File: src/rtl/tmu2_fmlwarb.sv
// Round-robin arbiter between two TMU burst assemblers feeding one FML write port.
// A granted burst is latched in its ack cycle, then written as a single 4-beat FML
// transaction with word selects widened to byte selects.
module tmu2_fmlwarb #(
    parameter int unsigned fml_depth = 26
) (
    input  logic                 sys_clk,
    input  logic                 sys_rst_n,

    output logic                 busy,

    input  logic                 pipe0_stb_i,
    output logic                 pipe0_ack_o,
    input  logic [fml_depth-6:0] burst0_addr,
    input  logic [15:0]          burst0_sel,
    input  logic [255:0]         burst0_do,

    input  logic                 pipe1_stb_i,
    output logic                 pipe1_ack_o,
    input  logic [fml_depth-6:0] burst1_addr,
    input  logic [15:0]          burst1_sel,
    input  logic [255:0]         burst1_do,

    output logic [fml_depth-1:0] fml_adr,
    output logic                 fml_stb,
    output logic                 fml_we,
    input  logic                 fml_ack,
    output logic [7:0]           fml_sel,
    output logic [63:0]          fml_do
);

    typedef enum logic [2:0] {
        StIdle,
        StAddr,
        StBeat1,
        StBeat2,
        StBeat3
    } state_e;

    state_e               state_q, state_d;
    // 1 when requester 1 was served last, so requester 0 wins the next tie
    logic                 last_q, last_d;
    // Beat 0 goes straight to the output registers; only beats 1-3 are kept here
    logic [191:0]         data_q, data_d;
    logic [11:0]          sel_q, sel_d;
    logic [fml_depth-1:0] fml_adr_q, fml_adr_d;
    logic                 fml_stb_q, fml_stb_d;
    logic [7:0]           fml_sel_q, fml_sel_d;
    logic [63:0]          fml_do_q, fml_do_d;

    logic                 gnt0, gnt1;
    logic [fml_depth-6:0] g_addr;
    logic [15:0]          g_sel;
    logic [255:0]         g_do;

    // Each word-select bit covers two adjacent bytes of the 64-bit beat
    function automatic logic [7:0] expand_sel(input logic [3:0] nib);
        logic [7:0] r;
        r = '0;
        for (int i = 0; i < 4; i++) begin
            r[2*i +: 2] = {2{nib[i]}};
        end
        return r;
    endfunction

    // Grant decision: only in IDLE and out of reset, at most one requester per cycle
    always_comb begin
        gnt0 = 1'b0;
        gnt1 = 1'b0;
        if (state_q == StIdle && sys_rst_n) begin
            if (pipe0_stb_i && pipe1_stb_i) begin
                gnt0 = last_q;
                gnt1 = ~last_q;
            end else begin
                gnt0 = pipe0_stb_i;
                gnt1 = pipe1_stb_i;
            end
        end
    end

    // Mux the granted requester's burst
    always_comb begin
        g_addr = gnt1 ? burst1_addr : burst0_addr;
        g_sel  = gnt1 ? burst1_sel  : burst0_sel;
        g_do   = gnt1 ? burst1_do   : burst0_do;
    end

    // Next-state and next-output computation for the write sequencer
    always_comb begin
        state_d   = state_q;
        last_d    = last_q;
        data_d    = data_q;
        sel_d     = sel_q;
        fml_adr_d = fml_adr_q;
        fml_stb_d = fml_stb_q;
        fml_sel_d = '0;
        fml_do_d  = '0;
        case (state_q)
            StIdle: begin
                if (gnt0 || gnt1) begin
                    last_d = gnt1;
                    // An empty burst is acknowledged but never reaches the bus
                    if (g_sel != 16'h0000) begin
                        state_d   = StAddr;
                        fml_stb_d = 1'b1;
                        fml_adr_d = {g_addr, 5'b00000};
                        fml_sel_d = expand_sel(g_sel[15:12]);
                        fml_do_d  = g_do[255:192];
                        data_d    = g_do[191:0];
                        sel_d     = g_sel[11:0];
                    end
                end
            end
            StAddr: begin
                // Hold beat 0 until the controller accepts the request
                fml_sel_d = fml_sel_q;
                fml_do_d  = fml_do_q;
                if (fml_ack) begin
                    state_d   = StBeat1;
                    fml_stb_d = 1'b0;
                    fml_sel_d = expand_sel(sel_q[11:8]);
                    fml_do_d  = data_q[191:128];
                end
            end
            StBeat1: begin
                state_d   = StBeat2;
                fml_sel_d = expand_sel(sel_q[7:4]);
                fml_do_d  = data_q[127:64];
            end
            StBeat2: begin
                state_d   = StBeat3;
                fml_sel_d = expand_sel(sel_q[3:0]);
                fml_do_d  = data_q[63:0];
            end
            StBeat3: begin
                state_d = StIdle;
            end
            default: begin
                state_d   = StIdle;
                fml_stb_d = 1'b0;
            end
        endcase
    end

    // State and registered bus outputs; reset discards any in-flight burst
    always_ff @(posedge sys_clk) begin
        if (!sys_rst_n) begin
            state_q   <= StIdle;
            last_q    <= 1'b1;
            data_q    <= '0;
            sel_q     <= '0;
            fml_adr_q <= '0;
            fml_stb_q <= 1'b0;
            fml_sel_q <= '0;
            fml_do_q  <= '0;
        end else begin
            state_q   <= state_d;
            last_q    <= last_d;
            data_q    <= data_d;
            sel_q     <= sel_d;
            fml_adr_q <= fml_adr_d;
            fml_stb_q <= fml_stb_d;
            fml_sel_q <= fml_sel_d;
            fml_do_q  <= fml_do_d;
        end
    end

    // Output mapping
    always_comb begin
        busy        = (state_q != StIdle);
        pipe0_ack_o = gnt0;
        pipe1_ack_o = gnt1;
        fml_adr     = fml_adr_q;
        fml_stb     = fml_stb_q;
        fml_we      = fml_stb_q;
        fml_sel     = fml_sel_q;
        fml_do      = fml_do_q;
    end

endmodule

File: config.mk
export PLATFORM = sky130hd
export DESIGN_NAME = tmu2_fmlwarb
export DESIGN_NICKNAME = d
export VERILOG_FILES = /design/src/rtl/tmu2_fmlwarb.sv
export SDC_FILE = /design/constraint.sdc
export NUM_CORES = 1
export LEC_CHECK = 0
export BUFFER_PORTS_ARGS = -buffer_cell sky130_fd_sc_hd__buf_2
export CORE_AREA = 5 5 269 271
export CTS_BUF_LIST = sky130_fd_sc_hd__clkbuf_8
export CTS_CLUSTER_DIAMETER = 80
export DETAILED_ROUTE_END_ITERATION = 10
export DIE_AREA = 0 0 274 276
export PLACE_DENSITY_LB_ADDON = 0.25
export SLEW_MARGIN = 20
export SYNTH_ARGS = -nofsm -noshare
export SYNTH_HDL_FRONTEND = slang
export SYNTH_SLANG_ARGS = --single-unit
File: constraint.sdc
create_clock -name sys_clk -period 4.01 [get_ports sys_clk]
set_clock_uncertainty 0.05 [all_clocks]
set_input_delay 0.802 -clock sys_clk [delete_from_list [all_inputs] [get_ports sys_clk]]
set_output_delay 0.802 -clock sys_clk [all_outputs]
set_load 0.1 [all_outputs]
# Word level (Yosys, flattened, before mapping)
# Cells that the tools add are included.
dict set report classes {
  eq_ne 7
  n_addsub 0
  shifts 0
  n_lt_le_gt_ge 0
  reduce_logical 11
  mul 0
  mux 23
  n_div 0
  n_bitwise 2
}
# cell n
set op_table {}
lappend op_table {{2-to-1 mux 256 bit} 1}
lappend op_table {{one-hot mux 64 bit (4 select lines)} 1}
lappend op_table {{2-to-1 mux 64 bit} 3}
lappend op_table {{one-hot mux 8 bit (4 select lines)} 1}
lappend op_table {{2-to-1 mux 8 bit} 3}
lappend op_table {{2-to-1 mux 21 bit} 1}
lappend op_table {{2-to-1 mux 16 bit} 1}
lappend op_table {{nonzero test 16 bit} 1}
lappend op_table {{one-hot mux 3 bit (4 select lines)} 1}
lappend op_table {{2-to-1 mux 3 bit} 3}
lappend op_table {{2-to-1 mux 1 bit} 7}
lappend op_table {{equality test 3 x 2 -> 1 bit (second input constant)} 2}
lappend op_table {{AND reduction 3 bit} 2}
lappend op_table {{inequality test 2 x 1 -> 1 bit (second input constant)} 2}
lappend op_table {{AND reduction 4 bit} 1}
lappend op_table {{equality test 3 x 1 -> 1 bit (second input constant)} 1}
lappend op_table {{equality test 3 bit (second input constant)} 1}
lappend op_table {{zero test 3 bit} 1}
lappend op_table {{one-hot mux 1 bit (3 select lines)} 1}
lappend op_table {{nonzero test 3 bit} 1}
lappend op_table {{OR reduction 3 bit} 1}
lappend op_table {{logical AND 1 bit} 2}
lappend op_table {{inequality test 2 bit (second input constant)} 1}
lappend op_table {{NOT 1 bit} 2}
lappend op_table {{2 further kinds} 2}
dict set report word_totals {
  regBits 302
  memories 0
  word_cells 51
  out_inout_bits 103
  ram_bits 0
  romBits 0
  latch_bits 0
  input_bits 591
}

# Depth between registers and ports, before layout
# Gate-level depths: netlist of run 1.
dict set report logic_depth {
  word_depth 8
  depth_mapped 9
  mapped_depth_nobuf 5
}

# Worst setup path before layout of run 1
# OpenSTA, ideal clock, no wires.
dict set report synth_path {
  path_kind {register to register}
  from {reg state_q[2]}
  to {reg data_q[100]}
  required_ns 3.834
  setup_slack_ns 0.728
  t_arrival_ns 3.105
  stages_incl_launch_ff 9
  setup_time_ns 0.126
  synth_period_minus_slack_ns 3.282
  n_path_buf 3
  cell_sequence {dfxtp_1 nor3_2 inv_1 a2111oi_4 a22oi_1 buf_2 buf_6 buf_2 mux2i_1}
}
# item line
set synth_rtl {}
lappend synth_rtl {{start, declared} 40} ;# state_e state_q, state_d;
lappend synth_rtl {{start signal, assigned} 148} ;# state_q <= StIdle;
lappend synth_rtl {{start signal, assigned} 157} ;# state_q <= state_d;
lappend synth_rtl {{zero test 3 bit} 70} ;# if (state_q == StIdle && sys_rst_n) begin
lappend synth_rtl {{logical AND 1 bit} 70}
lappend synth_rtl {{2-to-1 mux 1 bit} 70}
lappend synth_rtl {{net pipe0_ack_o} 13} ;# output logic pipe0_ack_o,
lappend synth_rtl {{logical OR 1 bit} 100} ;# if (gnt0 || gnt1) begin
lappend synth_rtl {{AND reduction 3 bit (no source line)} -}
lappend synth_rtl {{end signal, assigned} 159} ;# data_q <= data_d;
lappend synth_rtl {{end, declared} 44} ;# logic [191:0] data_q, data_d;
# The timed path passes the listed nets, and every way through them passes these cells.
# A chain may end at the register's enable or synchronous reset.

# Final worst setup path of run 1
dict set report layout_path {
  from {reg state_q[2]}
  to {out pipe0_ack_o}
}
dict set report layout_between {
  elab_chain_len 3
}
# item line
set layout_lines {}
lappend layout_lines {{zero test 3 bit} 70}
lappend layout_lines {{logical AND 1 bit} 70}
lappend layout_lines {{2-to-1 mux 1 bit} 70}
lappend layout_lines {{end, declared} 13}
# No other way between the ends.

==> impl_metrics.env, run 1 <==
export IMPL_outcome="complete, no violations"
export IMPL_dr_pass1_iters=5
export IMPL_grtUsageTotal=0.154
export IMPL_grt_first_pass_wirelength_um=92500
export IMPL_timing_fmax_mhz=308
export IMPL_dieArea_um2=75600
export IMPL_min_period_over_period=0.810
export IMPL_initial_core_util=0.229
export IMPL_arrival_ps=2400
export IMPL_cap_violations=0
export IMPL_synth_most_common_cell="mux2i_1"
export IMPL_seq_area_frac_synth=0.374
export IMPL_ys_warn_count=0
export IMPL_antenna_found_initial=9
export IMPL_netlist_instances=1633
export IMPL_final_layout_size_suffix_gt1_frac=0.387
export IMPL_die_w_um=274
export IMPL_cellLeakagePower_uw=0.0120
export IMPL_finalPower_uw=11000
export IMPL_hold_violations=0
export IMPL_hold_start="burst1_sel[12]"
export IMPL_slew_viol_final=0
export IMPL_synthFlopType="dfxtp_1"
export IMPL_grt_setup_unrepaired="no"
export IMPL_grt_overflow=0
export IMPL_post_cts_buffers=0
export IMPL_reg2reg_from="state_q[2]$_SDFFE_PN0P_"
export IMPL_cts_resized=0
export IMPL_postSynth_asyncResetShare=0
export IMPL_slew_headroom=0.271
export IMPL_core_um2=69500
export IMPL_grt_max_degree=121
export IMPL_wl_um=62600
export IMPL_drc_errors=0
export IMPL_power_density_nw_per_um2=510
export IMPL_cts_path_max_buffers=3
export IMPL_r2r_cells=6
export IMPL_wire_per_inst_um=19.3
export IMPL_grt_pass1_vias=15826
export IMPL_hold_end="fml_sel[1]$_SDFFE_PN0P_"
export IMPL_yosysTopAreaCell="dfxtp_1"
export IMPL_ff2ff_setup_slack_ps=1240
export IMPL_synth_edff_count=0
export IMPL_fin_crit_ps=3250
export IMPL_clk_pin_slew_ps=60
export IMPL_synth_area_per_cell_um2=9.77
export IMPL_start_kind="flop"
export IMPL_hold_depth=3
export IMPL_path_cells="nor3_2 -> inv_1 -> a2111oi_4 -> buf_12"
export IMPL_ioPinCount=694
export IMPL_num_vias=14826
export IMPL_finalNetCount=2850
export IMPL_yosys_top_cells_count="mux2i_1, dfxtp_1, nand2_1"
export IMPL_io_buffer_count=688
export IMPL_worstSkewPairLatency_ps=630
export IMPL_path_max_fanout=33
export IMPL_ant_nets=0
export IMPL_numCtsBuffers=56
export IMPL_hpwlAfterDp_um=47200
export IMPL_drt_initial_drc_count=822
export IMPL_yosys_register_bits=298
export IMPL_setup_viol=0
export IMPL_cpPeakStageDelay_ps=590
export IMPL_endpoint_kind="output port"
export IMPL_htree_levels=2
export IMPL_startpoint="state_q[2]$_SDFFE_PN0P_"
export IMPL_path_class="reg -> out"
export IMPL_fillers=7352
export IMPL_min_path_type="in -> reg"
export IMPL_synth_area_top_cells="dfxtp_1, mux2i_1, nand2_1"
export IMPL_synth_distinct_cells=34
export IMPL_area_growth_pct=35.1
export IMPL_std_cell_rows=97
export IMPL_cp_slowest_cell="a2111oi_4"
export IMPL_path_buf_inv=2
export IMPL_hold_buffers=0
export IMPL_fin_tns_setup_ps=0
export IMPL_root_buffer="clkbuf_8"
export IMPL_worstPathRequired_ps=3160
export IMPL_clock_sinks=298
export IMPL_die_height_um=276
export IMPL_max_slew_worst_pin_slew_ps=1090
export IMPL_rr_endpoint="data_q[162]$_SDFFE_PN0P_"
export IMPL_synth_area_um2=16000
export IMPL_globalplace_congestion=0.858
export IMPL_cts_tree="done"
export IMPL_vias_per_cell=4.57
export IMPL_irDropWorstVdd_v=0.000256
export IMPL_cp_top_family="compound AO/OA/AOI/OAI gates"
export IMPL_synth_top_area_share=0.374
per-layer routing:
layer | wire length [µm] | global-route usage | vias up
li1 | - | - | 7203
met1 | 26000 | 0.186 | 7041
met2 | 31300 | 0.277 | 496
met3 | 3900 | 0.0336 | 86
met4 | 1370 | 0.0413 | 0
met5 | 0 | 0 | -
logic make-up (layout without fill, tap and decap cells):
kind of cell    after synthesis  after routing  share of synthesized area
compound gates              265            265                      0.120
other cells                   1             10                   0.000235
buf+inv                     167            827                     0.0494
mux                         570            570                      0.363
flops                       298            298                      0.374
simple gates                332            332                     0.0933
worst max path at each step:
stage / end / slack, ps / cells after the start
floorplan: data_q[100]$_SDFFE_PN0P_ / 730 / 8
global placement: data_q[87]$_SDFFE_PN0P_ / 600 / 8
detailed placement: data_q[149]$_SDFFE_PN0P_ / 630 / 8
CTS: pipe0_ack_o / 660 / 4
global route: pipe0_ack_o / 590 / 4
finish: pipe0_ack_o / 760 / 4
through the flow:
step           area [µm²]  utilization  setup slack [ps]  instances  hold WS (ps)
6_report            21500        0.310               762       3242           362
5_1_grt             21500        0.310               587       3242           313
4_1_cts             21500        0.310               656       3237           276
3_5_place_dp        20300        0.292               630       3141           398
3_3_place_gp        20300        0.292               605       3141           391
2_1_floorplan       16000            -               728       1637           385
registers in the layout (all words and copies together) (netlist names):
name	count
data_q	192
fml_adr	21
fml_do	64
fml_sel	4
fml_stb	1
last_q	1
sel_q	12
state_q	3
area by class of cell:
class,count,area (µm²),area share
flip-flops and latches,298,5980,0.277
clock inverters,22,198,0.00917
well taps,940,1180,0.0546
multi-input cells,1172,9260,0.430
clock buffers,74,1020,0.0473
inverters,5,18.8,0.000871
repair buffers,726,3890,0.181
diodes,5,12.5,0.000581
cell usage in the layout (no fill, tap or decap), drive strengths merged:
master | Yosys | final
nor2 | 2 | 2
a2111oi | 1 | 1
a2bb2oi | 51 | 51
clkbuf | 93 | 75
nand4 | 15 | 15
nor3 | 3 | 3
nor2b | 3 | 3
nand3 | 13 | 13
o221ai | 16 | 16
buf | 69 | 725
diode | 0 | 5
nor4 | 8 | 8
conb | 1 | 5
bufinv | 0 | 4
o21ai | 52 | 52
mux2 | 69 | 69
mux2i | 501 | 501
clkinv | 0 | 4
o2bb2ai | 1 | 1
and2 | 51 | 51
dfxtp | 298 | 298
o211ai | 1 | 1
inv | 5 | 19
a22o | 17 | 17
a21boi | 1 | 1
nor4b | 2 | 2
o21a | 1 | 1
a22oi | 69 | 69
a21oi | 3 | 3
o22ai | 52 | 52
nand2 | 235 | 235
power by group:
| part | internal (µW) | leakage, µW | switching [µW] |
|---|---|---|---|
| clock network | 1890 | 0.000678 | 1340 |
| registers | 3530 | 0.00247 | 323 |
| logic | 1280 | 0.00883 | 2630 |
| total | 6700 | 0.0120 | 4300 |
worst reg2reg max path, cell delays in order, from the launching register on:
cell     delay (ps)
dfxtp_4         720
nor4b_2         200
nand2_8         100
buf_12          410
buf_12          440
mux2i_1         590
mux2i_1         120
Power figures use the tool's default switching activity.
==> inputs of run 2 (changes only) <==
--- a/config.mk
+++ b/config.mk
@@ -6,11 +6,11 @@
 export NUM_CORES = 1
 export LEC_CHECK = 0
 export BUFFER_PORTS_ARGS = -buffer_cell sky130_fd_sc_hd__buf_2
-export CORE_AREA = 5 5 269 271
+export CORE_AREA = 5 5 267 269
 export CTS_BUF_LIST = sky130_fd_sc_hd__clkbuf_8
 export CTS_CLUSTER_DIAMETER = 80
 export DETAILED_ROUTE_END_ITERATION = 10
-export DIE_AREA = 0 0 274 276
+export DIE_AREA = 0 0 272 274
 export PLACE_DENSITY_LB_ADDON = 0.25
 export SLEW_MARGIN = 20
 export SYNTH_ARGS = -nofsm -noshare
==> constraint.sdc (replaced) <==
create_clock -name sys_clk -period 2.7 [get_ports sys_clk]
set_clock_uncertainty 0.05 [all_clocks]
set_input_delay 0.54 -clock sys_clk [delete_from_list [all_inputs] [get_ports sys_clk]]
set_output_delay 0.54 -clock sys_clk [all_outputs]
set_load 0.1 [all_outputs]
==> run 2 against run 1 <==
Critical path depth up 1. Die area is 1.4% lower. Total power increased by 49%. Sequential power rose by 48%. Hold slack got worse by 240 ps. Register-to-register slack got worse by 740 ps. Sequential cell count did not move. Sequential share of layout area decreased by 0.53 points.
==> impl_metrics.env, run 2 (same netlist as run 1, synthesis figures left out) <==
export IMPL_ant_nets=0
export IMPL_num_vias=15216
export IMPL_arrival_ps=1910
export IMPL_globalplace_congestion=0.935
export IMPL_final_util=0.321
export IMPL_max_slew_worst_pin_slew_ps=756
export IMPL_layout_common_cells="buf_2, mux2i_1, dfxtp_1, nand2_1, buf_4"
export IMPL_cts_tree="done"
export IMPL_slew_viol_final=0
export IMPL_stdcell_area_um2=22000
export IMPL_hpwlAfterDp_um=49700
export IMPL_core_um2=68300
export IMPL_worstSkewPairLatency_ps=610
export IMPL_largest_reg_flops=192
export IMPL_grtUsageTotal=0.160
export IMPL_vias_per_cell=4.69
export IMPL_slew_headroom=0.496
export IMPL_endpoint_kind="output port"
export IMPL_power_density_nw_per_um2=748
export IMPL_min_period_over_period=0.926
export IMPL_std_cell_rows=96
export IMPL_area_growth_pct=37.7
export IMPL_numCtsBuffers=56
export IMPL_io_buffer_count=688
export IMPL_outcome="complete, no violations"
export IMPL_dieArea_um2=74500
export IMPL_hold_buffers=0
export IMPL_root_buffer="clkbuf_8"
export IMPL_drt_initial_drc_count=660
export IMPL_setup_viol=0
export IMPL_path_class="reg -> out"
export IMPL_grt_setup_unrepaired="no"
export IMPL_regMostFlops="data_q"
export IMPL_grt_pass1_vias=15852
export IMPL_die_w_um=272
export IMPL_start_kind="flop"
export IMPL_clk_pin_slew_ps=60
export IMPL_final_layout_size_suffix_gt1_frac=0.401
export IMPL_finalNetCount=2906
export IMPL_grt_first_pass_wirelength_um=93300
export IMPL_path_max_fanout=12
export IMPL_clock_sinks=298
export IMPL_wire_per_inst_um=20.0
export IMPL_initial_core_util=0.233
export IMPL_ioPinCount=694
export IMPL_hold_violations=0
export IMPL_irDropWorstVdd_v=0.000451
export IMPL_grt_overflow=0
export IMPL_cts_path_max_buffers=3
export IMPL_fin_crit_ps=2500
export IMPL_die_height_um=274
export IMPL_finalPower_uw=16400
export IMPL_worstPathRequired_ps=2110
export IMPL_dr_pass1_iters=5
export IMPL_min_path_type="in -> reg"
export IMPL_fin_tns_setup_ps=0
export IMPL_placed_area_um2=20700
export IMPL_drc_errors=0
export IMPL_grt_max_degree=123
export IMPL_setup_slack_ps=201
export IMPL_wl_um=64800
export IMPL_cap_violations=0
export IMPL_timing_fmax_mhz=400
export IMPL_htree_levels=2
export IMPL_cellLeakagePower_uw=0.0123
export IMPL_final_common_cell="buf_2"
export IMPL_dp_slack_ps=-163
export IMPL_antenna_found_initial=8
-- run 2: cell types whose count changed in the layout (fill, tap and decap cells not counted), sizes merged --
cell	before	now
bufinv	4	3
inv	19	25
clkbuf	75	74
diode	5	4
buf	725	781
-- run 2: per-layer routing --
metal  up-vias  GRT usage  routed length [µm]
met3        94     0.0394                4060
met5         -          0                  51
met2       519      0.290               33000
li1       7327          -                   -
met4         8     0.0456                1520
met1      7268      0.188               26100
-- run 2: worst max-delay path, stage by stage, from the launching register on --
cell	delay [ps]
dfxtp_4	360
nor4b_2	260
buf_4	180
nand2_8	100
inv_2	190
buf_12	200
-- run 2: power breakdown --
part           internal [µW]  switching [µW]
combinational           2070            4000
clock                   2690            1960
sequential              5240             468
total                   9990            6430
-- run 2: area by class of cell --
type	count	area (µm²)
Tap cell	882	1100
Fill cell	7185	46400
Clock buffer	73	1000
Sequential cell	298	5980
Inverter	5	18.8
Multi-Input combinational cell	1172	9260
Timing Repair Buffer	782	4400
Antenna cell	4	10.0
Clock inverter	27	190
-- run 2: worst paths after layout --
kind | start | end | slack [ps] | depth (start not counted)
hold reg to reg | fml_adr[24]$_SDFFE_PN0P_ | fml_adr[24]$_SDFFE_PN0P_ | 400 | 2
hold / removal | burst1_sel[12] | fml_sel[1]$_SDFFE_PN0P_ | 120 | 3
setup / recovery | state_q[2]$_SDFFE_PN0P_ | pipe1_ack_o | 200 | 5
setup reg to reg | state_q[0]$_SDFFE_PN0P_ | fml_do[16]$_SDFFE_PN0P_ | 500 | 6
-- run 2: through the flow --
stage          std cells  hold slack, ps
6_report            3243             123
5_1_grt             3241            73.7
4_1_cts             3239            39.9
3_5_place_dp        3134             401
3_3_place_gp        3134             391
2_1_floorplan       1637             385
-- run 2: timing repair --
item | CTS | global route
endpoints found under the setup margin | 1 | 2
gates cloned | 0 | 0
gates resized for setup | 2 | 1
pin swaps | 1 | 1
hold endpoints to repair | 0 | 0
setup buffers | 5 | 0
